`src/rtl/seq_mult.sv`:
```
// Iterative shift-add unsigned multiplier with start/done handshake.
// Define SEQ_MULT_EARLY_EXIT_EN to leave RUN as soon as the remaining multiplier bits are zero.
module seq_mult #(
  parameter int unsigned WIDTH = 8
) (
  input  logic                 clk,
  input  logic                 rst_n,
  input  logic                 start,
  input  logic [WIDTH-1:0]     a,
  input  logic [WIDTH-1:0]     b,
  output logic                 busy,
  output logic                 done,
  output logic [2*WIDTH-1:0]   product,
  output logic [WIDTH-1:0]     result,
  output logic                 overflow
);

  localparam int unsigned PW = 2 * WIDTH;
  localparam int unsigned CW = (WIDTH > 1) ? $clog2(WIDTH) : 1;

  typedef enum logic [1:0] {
    IDLE = 2'd0,
    RUN  = 2'd1,
    DONE = 2'd2
  } state_e;

  state_e          state_q, state_d;
  logic [PW-1:0]   mcand_q, mcand_d;
  logic [WIDTH-1:0] mplier_q, mplier_d;
  logic [PW-1:0]   acc_q, acc_d;
  logic [CW-1:0]   cnt_q, cnt_d;
  logic [PW-1:0]   product_q, product_d;
  logic            overflow_q, overflow_d;
  logic            busy_q, busy_d;
  logic            done_q, done_d;

  logic [PW-1:0]    acc_sum;
  logic [WIDTH-1:0] mplier_sh;
  logic             last;

  // State and datapath registers
  always_ff @(posedge clk or negedge rst_n) begin
    if (!rst_n) begin
      state_q    <= IDLE;
      mcand_q    <= '0;
      mplier_q   <= '0;
      acc_q      <= '0;
      cnt_q      <= '0;
      product_q  <= '0;
      overflow_q <= 1'b0;
      busy_q     <= 1'b0;
      done_q     <= 1'b0;
    end else begin
      state_q    <= state_d;
      mcand_q    <= mcand_d;
      mplier_q   <= mplier_d;
      acc_q      <= acc_d;
      cnt_q      <= cnt_d;
      product_q  <= product_d;
      overflow_q <= overflow_d;
      busy_q     <= busy_d;
      done_q     <= done_d;
    end
  end

  // Next-state and datapath update
  always_comb begin
    state_d    = state_q;
    mcand_d    = mcand_q;
    mplier_d   = mplier_q;
    acc_d      = acc_q;
    cnt_d      = cnt_q;
    product_d  = product_q;
    overflow_d = overflow_q;
    busy_d     = 1'b0;
    done_d     = 1'b0;

    acc_sum   = acc_q + (mplier_q[0] ? mcand_q : PW'(0));
    mplier_sh = mplier_q >> 1;
`ifdef SEQ_MULT_EARLY_EXIT_EN
    last = (cnt_q == CW'(WIDTH - 1)) || (mplier_sh == '0);
`else
    last = (cnt_q == CW'(WIDTH - 1));
`endif

    case (state_q)
      IDLE, DONE: begin
        if (start) begin
          mcand_d  = PW'(a);
          mplier_d = b;
          acc_d    = '0;
          cnt_d    = '0;
          state_d  = RUN;
          busy_d   = 1'b1;
        end else begin
          state_d = IDLE;
        end
      end
      RUN: begin
        acc_d    = acc_sum;
        mcand_d  = mcand_q << 1;
        mplier_d = mplier_sh;
        cnt_d    = cnt_q + CW'(1);
        if (last) begin
          // Product includes this edge's partial-product addition
          state_d    = DONE;
          done_d     = 1'b1;
          product_d  = acc_sum;
          overflow_d = |acc_sum[PW-1:WIDTH];
        end else begin
          busy_d = 1'b1;
        end
      end
      default: state_d = IDLE;
    endcase
  end

  assign busy     = busy_q;
  assign done     = done_q;
  assign product  = product_q;
  assign result   = product_q[WIDTH-1:0];
  assign overflow = overflow_q;

endmodule

```
`config.mk`:
```
export PLATFORM = sky130hd
export DESIGN_NAME = seq_mult
export DESIGN_NICKNAME = d
export VERILOG_FILES = /design/src/rtl/seq_mult.sv
export SDC_FILE = /design/constraint.sdc
export NUM_CORES = 1
export LEC_CHECK = 0
export ABC_AREA = 0
export BUFFER_PORTS_ARGS = -buffer_cell sky130_fd_sc_hd__buf_2
export CAP_MARGIN = 20
export CORE_UTILIZATION = 57
export DETAILED_ROUTE_END_ITERATION = 8
export GPL_TIMING_DRIVEN = 1
export PLACE_DENSITY_LB_ADDON = 0.05
export SYNTH_ARGS = -nofsm -noshare
export SYNTH_HDL_FRONTEND = slang
export SYNTH_SLANG_ARGS = --single-unit
```
`constraint.sdc`:
```
create_clock -name clk -period 3.45 [get_ports clk]
set_clock_uncertainty 0.2 [all_clocks]
set_input_delay 0.5175 -clock clk [delete_from_list [all_inputs] [get_ports clk]]
set_output_delay 0.5175 -clock clk [all_outputs]
set_load 0.1 [all_outputs]
```
==> results of run 1 <==
through the flow:
| step | std cells | hold slack (ps) | utilization, % |
|---|---|---|---|
| 2_1_floorplan | 330 | 21.9 | - |
| 3_3_place_gp | 433 | 260 | 63.7 |
| 3_5_place_dp | 433 | 266 | 63.7 |
| 4_1_cts | 450 | 198 | 67.8 |
| 5_1_grt | 450 | 223 | 67.8 |
| 6_report | 450 | 213 | 67.8 |
per-layer routing:
metal  share of wire (%)  track usage [%]  vias to the layer above
met2                  46             38.1                       69
met3                 4.1             4.12                       11
met4                 1.8             10.2                        0
li1                    -                -                     1241
met5                   0                0                        -
met1                  48             34.5                     1177
flip-flops by register name (all words and copies together) (netlist names):
name / count
acc_q: 16
mcand_q: 16
product: 16
mplier_q: 8
cnt_q: 3
state_q: 2
busy: 1
done: 1
overflow: 1
area by class of cell:
type / count / area (um^2) / share of cell area (%)
sequential: 64 / 1600 / 42.9
inverter: 8 / 30.0 / 0.804
clock buffer: 14 / 183 / 4.89
tap: 72 / 90.1 / 2.41
timing repair buffer: 54 / 295 / 7.90
clock inverter: 2 / 35.0 / 0.938
multi-input combinational: 236 / 1500 / 40.2
cell families after synthesis:
logic type               count (synthesis)  share of synthesized area [%]
XOR/XNOR                                13                           3.51
multiplexers                             3                           1.04
adder cells (fa/ha/maj)                 18                           7.17
buffers and inverters                   30                           4.39
AO/OA/AOI/OAI                           92                           19.1
flip-flops                              64                           49.3
AND/OR/NAND/NOR                        110                           15.5
placed cells by master, fill, tap and decap left out, types with 2 or more instances in the layout:
master	instances
sky130_fd_sc_hd__a21o_2	3
sky130_fd_sc_hd__mux2_2	3
sky130_fd_sc_hd__buf_2	45
sky130_fd_sc_hd__buf_4	8
sky130_fd_sc_hd__a41oi_1	2
sky130_fd_sc_hd__a22o_1	15
sky130_fd_sc_hd__o211ai_1	2
sky130_fd_sc_hd__nand2_1	34
sky130_fd_sc_hd__clkbuf_8	13
sky130_fd_sc_hd__nand2b_1	2
sky130_fd_sc_hd__dfrtp_1	64
sky130_fd_sc_hd__nor2b_1	2
sky130_fd_sc_hd__xnor2_1	8
sky130_fd_sc_hd__inv_1	8
sky130_fd_sc_hd__a21oi_2	2
sky130_fd_sc_hd__xor2_1	5
sky130_fd_sc_hd__o22ai_1	14
sky130_fd_sc_hd__ha_1	17
sky130_fd_sc_hd__nand3_1	9
sky130_fd_sc_hd__o21ai_0	33
sky130_fd_sc_hd__and2_1	15
sky130_fd_sc_hd__a21oi_1	11
sky130_fd_sc_hd__nor2_1	40
sky130_fd_sc_hd__a211oi_2	2
sky130_fd_sc_hd__or2_2	2
how the worst max path moves through the flow:
stage,startpoint,cells after the start,endpoint,slack (ps)
2_1_floorplan,mplier_q[0]$_DFFE_PN0P_,11,overflow$_DFFE_PN0P_,520
3_3_place_gp,mplier_q[0]$_DFFE_PN0P_,10,overflow$_DFFE_PN0P_,530
3_5_place_dp,mcand_q[0]$_DFFE_PN0P_,10,overflow$_DFFE_PN0P_,470
4_1_cts,mcand_q[0]$_DFFE_PN0P_,10,overflow$_DFFE_PN0P_,440
5_1_grt,mplier_q[0]$_DFFE_PN0P_,10,overflow$_DFFE_PN0P_,220
6_report,mcand_q[0]$_DFFE_PN0P_,10,overflow$_DFFE_PN0P_,460
==> flow_summary_export.csv, run 1 <==
group,metric,value,unit
grt,grt_overflow,0,
synthesis,count_leader_synth,"sky130_fd_sc_hd__dfrtp_1",
die,number_of_standard_cell_rows_in_the_floorplan,27,
routing,routed_wirelength,6530,um
critical_path,worst_r2r_endpoint,"overflow$_DFFE_PN0P_",
grt,total_global_routing_track_utilization,24.6,%
clock_tree,post_cts_buffers,0,
synthesis,yosysTopAreaCell,"sky130_fd_sc_hd__dfrtp_1",
min_path,whs_endpoint,"mplier_q[7]$_DFFE_PN0P_",
die,dieHeight,77.5,um
clock_tree,postCtsHoldBufs,1,
placement,pre_cts_slack,467,ps
clock_tree,clock_sinks,64,
clock_tree,ctsHtreeMaxLevel,3,
die,die_area,6000,um^2
sta,layout_worst_path_cycle_share,86.7,%
critical_path,ff2ff_setup_slack,460,ps
clock_tree,post_cts_resize_count,0,
sta,grt_setup_unrepaired,"no",
clock_tree,clock_tree.root_cell,"sky130_fd_sc_hd__clkbuf_8",
clock_tree,clk_pin_slew_worst_paths,60,ps
routing,residual_drc_count,0,
layout,ant_diodes,0,
critical_path,arrival,2980,ps
routing,drt_iter0_drc,164,
critical_path,cp_cell_sequence,"and2_1, ha_1, fa_1, a211oi_2, o31ai_2, a211oi_2, a21o_2, a21o_2, nor4bb_1, a41oi_1",
sta,timing.final.crit_period,2990,ps
min_path,worst_hold_path.num_cells,2,
layout,drive_gt1_share,22.5,%
grt,initial_antenna_violation_count,0,
critical_path,reg2reg_depth,10,
min_path,holdCritPathClass,"primary input to flip-flop",
clock_tree,worst_skew_pair.late_latency,330,ps
die,boundaryPins,46,
critical_path,worst-endpoint-required,3440,ps
clock_tree,cts_tree,"yes",
critical_path,timing.critical_path.max_delay_family,"compound AO/OA/AOI/OAI gates",
synthesis,netlist_instances,330,
sta,finalMaxSlewViolations,0,
critical_path,worst-path-max-fanout,3,
sta,max_freq,334,MHz
routing,vias,2498,
synthesis,post-synth-top-area-fraction,49.3,%
sta,setup_tns,0,ps
sta,final_critical_path_setup_slack,459,ps
sta,slew_headroom,52.8,%
critical_path,crit_type,"flip-flop to flip-flop",
synthesis,synth-seq-cells,64,
synthesis,yosysWarningCount,0,
synthesis,syn_avg_cell_area,9.84,um^2
placement,placed_area,3510,um^2
sta,tightest_slew,708,ps
routing,ant_nets,0,
clock_tree,maximum_buffer_depth_of_the_clock_tree,2,
routing,drt_pre_antenna_iters,4,
critical_path,crit_path_start_kind,"flip-flop",
placement,detailedPlacementHpwl,4710,um
outcome,run_status,"finished clean",
synthesis,synth.net_count,367,
clock_tree,number_of_buffers_inserted_during_clock_tree_synthesis,9,
routing,drt-vias-per-instance,5.55,
synthesis,synth-edff-count,0,
min_path,timing.hold.worst.start,"b[7]",
grt,grt_pass1_wl,11400,um
sta,timing.final.setup_violations,0,
job,drv_cap,0,
synthesis,synth_sequential_area_ratio,49.3,%
grt,largest_net_degree_at_the_start_of_global_routing,28,
critical_path,crit_path_max_incr_delay,440,ps
synthesis,synth_common_cells,"sky130_fd_sc_hd__dfrtp_1 (64), sky130_fd_sc_hd__nor2_1 (40), sky130_fd_sc_hd__nand2_1 (34)",
die,horizontal_die_dimension,77.5,um
critical_path,critPathCaptureType,"flip-flop",
die,initial_cell_density_of_the_core,58.9,%
grt,number_of_global_route_vias_before_repair,2460,
critical_path,cp_slowest_cell,"sky130_fd_sc_hd__fa_1",
placement,globalplace.congestion,0.886,
synthesis,asyncSetResetFlopFracSynth,100,%
routing,avgRoutedWirePerCell,14.5,um
layout,nFillCells,446,
sta,hold_viol_final,0,
placement,numPortBuffers,45,
die,core_footprint,5510,um^2
synthesis,synth_flop_cell,"sky130_fd_sc_hd__dfrtp_1",
critical_path,critical_path_buf_inv_count,0,
synthesis,synthTopCellsByArea,"sky130_fd_sc_hd__dfrtp_1 (49%), sky130_fd_sc_hd__ha_1 (6.6%), sky130_fd_sc_hd__o21ai_0 (5.1%), sky130_fd_sc_hd__nor2_1 (4.6%), sky130_fd_sc_hd__a22o_1 (4.0%)",
layout,area_growth_syn_to_layout,15.1,%
layout,final_design_area_no_fill,3740,um^2
synthesis,netlist-cell-type-count,40,
synthesis,synthesis.area,3250,um^2
critical_path,worstReg2RegStart,"mcand_q[0]$_DFFE_PN0P_",
layout,final_net_count,410,
Power of run 1 is not shown: default switching activity piles up to over one toggle a cycle in this logic, so the estimate is an artifact.
==> inputs of run 2 (changes only) <==
Settings changed: CORE_MARGIN set to 5, CORE_UTILIZATION 57 to 54.
==> run 2 against run 1 <==
Effect of this change: the run now ends with negative hold slack left; clock-buffer cell count fell by 3; global-route usage shrank 5.5 points; sequential share of layout area grew 0.97 points; final cell count decreased by 0.22%; critical path depth unchanged; utilization decreased by 5.8 points; die area increased by 28%; via count fell by 3.0%; wire length up 1.4%; first-iteration DRC count fell by 31%; sequential cell count did not move; setup slack lost 51 ps; critical path type unchanged; critical endpoint unchanged; highest routed layer unchanged.
==> flow_summary_export.csv, run 2 (synthesized netlist as in run 1, its figures left out) <==
group,metric,value,unit
critical_path,worst_r2r_endpoint,"overflow$_DFFE_PN0P_",
clock_tree,post_cts_buffers,0,
routing,residual_drc_count,0,
layout,mostFrequentLayoutCells,"sky130_fd_sc_hd__dfrtp_1 (64), sky130_fd_sc_hd__buf_2 (45), sky130_fd_sc_hd__nor2_1 (40)",
layout,final_net_count,409,
sta,max_freq,329,MHz
clock_tree,cts_tree,"yes",
critical_path,worstReg2RegStart,"mplier_q[0]$_DFFE_PN0P_",
outcome,violations_in_the_final_reports,"negative hold slack",
placement,numPortBuffers,45,
critical_path,worst-endpoint-required,3450,ps
outcome,run_status,"finished, violations left",
layout,drive_gt1_share,21.7,%
die,die_area,7660,um^2
clock_tree,clock_tree.root_cell,"sky130_fd_sc_hd__clkbuf_8",
die,dieHeight,87.5,um
routing,met3RoutedLength,349,um
critical_path,critPathCaptureType,"flip-flop",
routing,wl_met1,3310,um
critical_path,setup.worst_path.start,"mplier_q[0]$_DFFE_PN0P_",
critical_path,crit_path_start_kind,"flip-flop",
grt,largest_net_degree_at_the_start_of_global_routing,37,
placement,globalplace.congestion,0.815,
sta,timing.final.crit_period,3040,ps
critical_path,ff2ff_setup_slack,410,ps
clock_tree,worst_skew_pair.late_latency,330,ps
sta,timing.hold.ws,-4.02,ps
sta,setup_tns,0,ps
sta,slew_headroom,58.5,%
layout,ant_diodes,0,
die,number_of_standard_cell_rows_in_the_floorplan,28,
clock_tree,post_cts_resize_count,0,
routing,drt-vias-per-instance,5.40,
layout,final_common_cell,"sky130_fd_sc_hd__dfrtp_1",
layout,final_design_area_no_fill,3650,um^2
routing,routed_wirelength,6620,um
job,drv_cap,0,
grt,grt_pass1_wl,11300,um
sta,layout_worst_path_cycle_share,88.2,%
min_path,holdCritPathClass,"primary input to async pin",
sta,hold_viol_final,3,
routing,vias,2424,
clock_tree,number_of_buffers_inserted_during_clock_tree_synthesis,9,
routing,avgRoutedWirePerCell,14.8,um
clock_tree,postCtsHoldBufs,0,
placement,detailedPlacementHpwl,4820,um
die,boundaryPins,46,
critical_path,worst-path-max-fanout,8,
layout,area_growth_syn_to_layout,12.6,%
clock_tree,ctsHtreeMaxLevel,3,
critical_path,arrival,3040,ps
layout,multi_input_comb_area,1500,um^2
clock_tree,clock_sinks,64,
routing,drt_iter0_drc,113,
routing,drt_pre_antenna_iters,5,
layout,layout.area.seq,1600,um^2
sta,timing.final.setup_violations,0,
sta,finalMaxSlewViolations,0,
die,horizontal_die_dimension,87.5,um
clock_tree,clk_pin_slew_worst_paths,70,ps
grt,initial_antenna_violation_count,0,
critical_path,crit_type,"flip-flop to flip-flop",
die,initial_cell_density_of_the_core,55.1,%
sta,grt_setup_unrepaired,"no",
clock_tree,maximum_buffer_depth_of_the_clock_tree,2,
sta,tightest_slew,623,ps
grt,total_global_routing_track_utilization,19.1,%
critical_path,crit_path_end,"overflow$_DFFE_PN0P_",
layout,nFillCells,524,
routing,ant_nets,0,
die,core_footprint,5890,um^2
routing,top_metal_used,"met4",
critical_path,reg2reg_depth,10,
grt,number_of_global_route_vias_before_repair,2368,
routing,routed-wl-met2,2860,um
placement,placed_area,3510,um^2
grt,grt_overflow,0,
run 2: changes by cell type in the layout (fill, tap and decap cells not counted):
cell,change
sky130_fd_sc_hd__clkinv_2,+1
sky130_fd_sc_hd__clkbuf_8,-4
sky130_fd_sc_hd__clkbuf_1,+1
sky130_fd_sc_hd__dlygate4sd3_1,-1
sky130_fd_sc_hd__bufinv_16,-1
run 2: worst min-delay path by stage:
stage | cells past startpoint | end | from
finish | 1 | product[4]$_DFFE_PN0P_ | rst_n
global route | 1 | product[4]$_DFFE_PN0P_ | rst_n
CTS | 1 | product[4]$_DFFE_PN0P_ | rst_n
detailed placement | 2 | product[8]$_DFFE_PN0P_ | product[8]$_DFFE_PN0P_
global placement | 2 | product[15]$_DFFE_PN0P_ | product[15]$_DFFE_PN0P_
floorplan | 0 | acc_q[0]$_DFFE_PN0P_ | rst_n
run 2: worst max-delay path, cell delays in order, from the launching register on:
cell and delay [ps]:
sky130_fd_sc_hd__dfrtp_1 430, sky130_fd_sc_hd__and2_1 160, sky130_fd_sc_hd__ha_1 220, sky130_fd_sc_hd__fa_1 440, sky130_fd_sc_hd__a211oi_2 360, sky130_fd_sc_hd__o31ai_2 120, sky130_fd_sc_hd__a211oi_2 260, sky130_fd_sc_hd__a21o_2 180
sky130_fd_sc_hd__a21o_2 130, sky130_fd_sc_hd__nor4bb_1 270, sky130_fd_sc_hd__a41oi_1 140
run 2: routing by layer:
| metal | vias to the layer above | global-route usage (%) |
|---|---|---|
| met4 | 0 | 8.23 |
| li1 | 1233 | - |
| met3 | 11 | 3.41 |
| met2 | 60 | 27.9 |
| met5 | - | 0 |
| met1 | 1120 | 27.9 |
run 2: area by class of cell:
cell class                      instances  area share (%)
Timing Repair Buffer                   53            7.81
Sequential cell                        64            43.8
Multi-Input combinational cell        236            41.1
Clock inverter                          2           0.274
Clock buffer                           11            3.60
Inverter                                8           0.822
Tap cell                               75            2.57
run 2: metrics by stage:
| step | setup slack, ps | instances | hold WS [ps] | utilization (%) |
|---|---|---|---|---|
| 6_report | 408 | 449 | -4.02 | 62.1 |
| 4_1_cts | 423 | 449 | 7.63 | 62.1 |
| 2_1_floorplan | 517 | 330 | 21.9 | - |
| 3_3_place_gp | 495 | 436 | 259 | 59.7 |
| 3_5_place_dp | 443 | 436 | 265 | 59.7 |
| 5_1_grt | 264 | 449 | 51.3 | 62.1 |
Power of run 2 is left out for the same reason.
==> inputs of run 3 (changes only) <==
Settings changed: PLACE_DENSITY set to 0.82, PLACE_DENSITY_LB_ADDON 0.05 to unset.
Clock period 3.45 ns to 3.2 ns, I/O delays scaled along.
==> run 3 against run 2 <==
Effect of this change: the run still ends with negative hold slack left; via count is 5.6% higher; utilization is 2.0 points higher; global-route usage is 0.87 points higher; hold slack worse by 15 ps; register-to-register slack worse by 320 ps; final area is 3.3% higher; final cell count is 0.67% higher; non-clock buffer count stayed put; first-iteration DRC count is 31% higher; clock-buffer cell count stayed put; highest routed layer unchanged; setup slack worse by 320 ps.
==> flow_summary_export.csv, run 3 (synthesized netlist as in run 1, its figures left out) <==
group,metric,value,unit
placement,detailedPlacementHpwl,5070,um
die,die_area,7660,um^2
grt,initial_antenna_violation_count,0,
layout,area_growth_syn_to_layout,16.2,%
placement,placed_area,3510,um^2
clock_tree,postCtsHoldBufs,0,
die,horizontal_die_dimension,87.5,um
placement,numPortBuffers,45,
routing,drt_iter0_drc,148,
layout,final_net_count,409,
sta,timing.hold.ws,-19.1,ps
routing,vias,2560,
critical_path,worst-path-max-fanout,15,
clock_tree,clock_sinks,64,
sta,layout_worst_path_cycle_share,97.3,%
layout,ant_diodes,0,
clock_tree,worst_skew_pair.late_latency,350,ps
grt,grt_overflow,0,
grt,largest_net_degree_at_the_start_of_global_routing,34,
critical_path,arrival,3110,ps
outcome,violations_in_the_final_reports,"negative hold slack",
die,boundaryPins,46,
layout,drive_gt1_share,23.1,%
clock_tree,clock_tree.root_cell,"sky130_fd_sc_hd__clkbuf_8",
layout,final_common_cell,"sky130_fd_sc_hd__dfrtp_1",
clock_tree,cts_tree,"yes",
critical_path,crit_type,"flip-flop to flip-flop",
critical_path,critPathCaptureType,"flip-flop",
clock_tree,maximum_buffer_depth_of_the_clock_tree,2,
grt,grt_pass1_wl,11800,um
layout,nFillCells,476,
clock_tree,ctsHtreeMaxLevel,3,
clock_tree,number_of_buffers_inserted_during_clock_tree_synthesis,9,
routing,drt_pre_antenna_iters,4,
critical_path,crit_path_start_kind,"flip-flop",
job,drv_cap,0,
layout,mostFrequentLayoutCells,"sky130_fd_sc_hd__dfrtp_1 (64), sky130_fd_sc_hd__buf_2 (45), sky130_fd_sc_hd__nor2_1 (40)",
sta,slew_headroom,52.5,%
sta,max_freq,321,MHz
clock_tree,clk_pin_slew_worst_paths,70,ps
routing,ant_nets,0,
layout,final_design_area_no_fill,3770,um^2
sta,tightest_slew,713,ps
min_path,holdCritPathClass,"primary input to async pin",
routing,drt-vias-per-instance,5.66,
placement,globalplace.congestion,0.833,
routing,avgRoutedWirePerCell,15.3,um
grt,total_global_routing_track_utilization,20.0,%
sta,timing.final.setup_violations,0,
critical_path,worst-endpoint-required,3200,ps
sta,finalMaxSlewViolations,0,
grt,number_of_global_route_vias_before_repair,2547,
routing,routed_wirelength,6910,um
die,core_footprint,5890,um^2
die,dieHeight,87.5,um
sta,hold_viol_final,31,
outcome,run_status,"finished, violations left",
die,initial_cell_density_of_the_core,55.1,%
sta,timing.final.crit_period,3110,ps
routing,residual_drc_count,0,
die,number_of_standard_cell_rows_in_the_floorplan,28,
[run 3: cell count changes in the layout (fill, tap and decap cells not counted)]
cell,previous run,this run
sky130_fd_sc_hd__bufinv_16,0,3
sky130_fd_sc_hd__nor4bb_2,0,1
sky130_fd_sc_hd__clkinvlp_4,0,1
sky130_fd_sc_hd__nor4bb_1,1,0
sky130_fd_sc_hd__clkbuf_1,2,0
sky130_fd_sc_hd__clkbuf_8,9,11
sky130_fd_sc_hd__clkinv_2,2,1
[run 3: repair_timing]
action                                  in CTS  in global routing
resized for setup                            0                  1
buffers inserted                             0                  0
endpoints found under the setup margin       0                  1
[run 3: final cells by class]
cell class / count / area, um^2 / share of cell area (%)
Clock buffer: 11 / 151 / 4.01
Clock inverter: 5 / 103 / 2.72
Inverter: 8 / 30.0 / 0.796
Multi-Input combinational cell: 236 / 1510 / 40.0
Sequential cell: 64 / 1600 / 42.5
Tap cell: 75 / 93.8 / 2.49
Timing Repair Buffer: 53 / 285 / 7.56
[run 3: final timing paths]
check / start / end / slack, ps / cells after the start
hold reg to reg: product[9]$_DFFE_PN0P_ / product[9]$_DFFE_PN0P_ / 280 / 2
hold / removal: rst_n / state_q[0]$_DFFE_PN0N_ / -20 / 1
setup reg to reg: mplier_q[0]$_DFFE_PN0P_ / overflow$_DFFE_PN0P_ / 90 / 10
max in group asynchronous: rst_n / product[11]$_DFFE_PN0P_ / 2110 / 2
setup / recovery: mplier_q[0]$_DFFE_PN0P_ / overflow$_DFFE_PN0P_ / 90 / 10
min in group clk: b[7] / mplier_q[7]$_DFFE_PN0P_ / 170 / 2
[run 3: critical path, cell delays in order, from the launching register on]
cell	delay (ps)
sky130_fd_sc_hd__dfrtp_1	400
sky130_fd_sc_hd__buf_4	180
sky130_fd_sc_hd__and2_1	170
sky130_fd_sc_hd__ha_1	300
sky130_fd_sc_hd__a21oi_2	200
sky130_fd_sc_hd__o2111ai_2	230
sky130_fd_sc_hd__a211o_1	340
sky130_fd_sc_hd__a31oi_2	180
sky130_fd_sc_hd__xor2_1	300
sky130_fd_sc_hd__nor4bb_2	310
sky130_fd_sc_hd__a41oi_1	160
[run 3: stage by stage]
stage / util [%] / hold slack (ps) / setup TNS [ps] / cells / setup WS [ps]
after global placement: 59.7 / 256 / 0 / 436 / 311
after detailed placement: 59.7 / 269 / 0 / 436 / 122
final: 64.1 / -19.1 / 0 / 452 / 87.8
after CTS: 64.0 / 7.34 / 0 / 452 / 118
after global routing: 64.1 / 58.4 / -85.4 / 452 / -85.4
after floorplan: - / -15.6 / 0 / 330 / 267
[run 3: per-layer routing]
layer	track usage, %	share of wire [%]	wire (um)	up-vias
met2	31.2	46	3210	80
met3	5.01	6.3	433	11
met1	26.3	46	3140	1229
met5	0	0	0	-
met4	9.07	1.7	119	0
li1	-	-	-	1240
Power of run 3 is left out for the same reason.
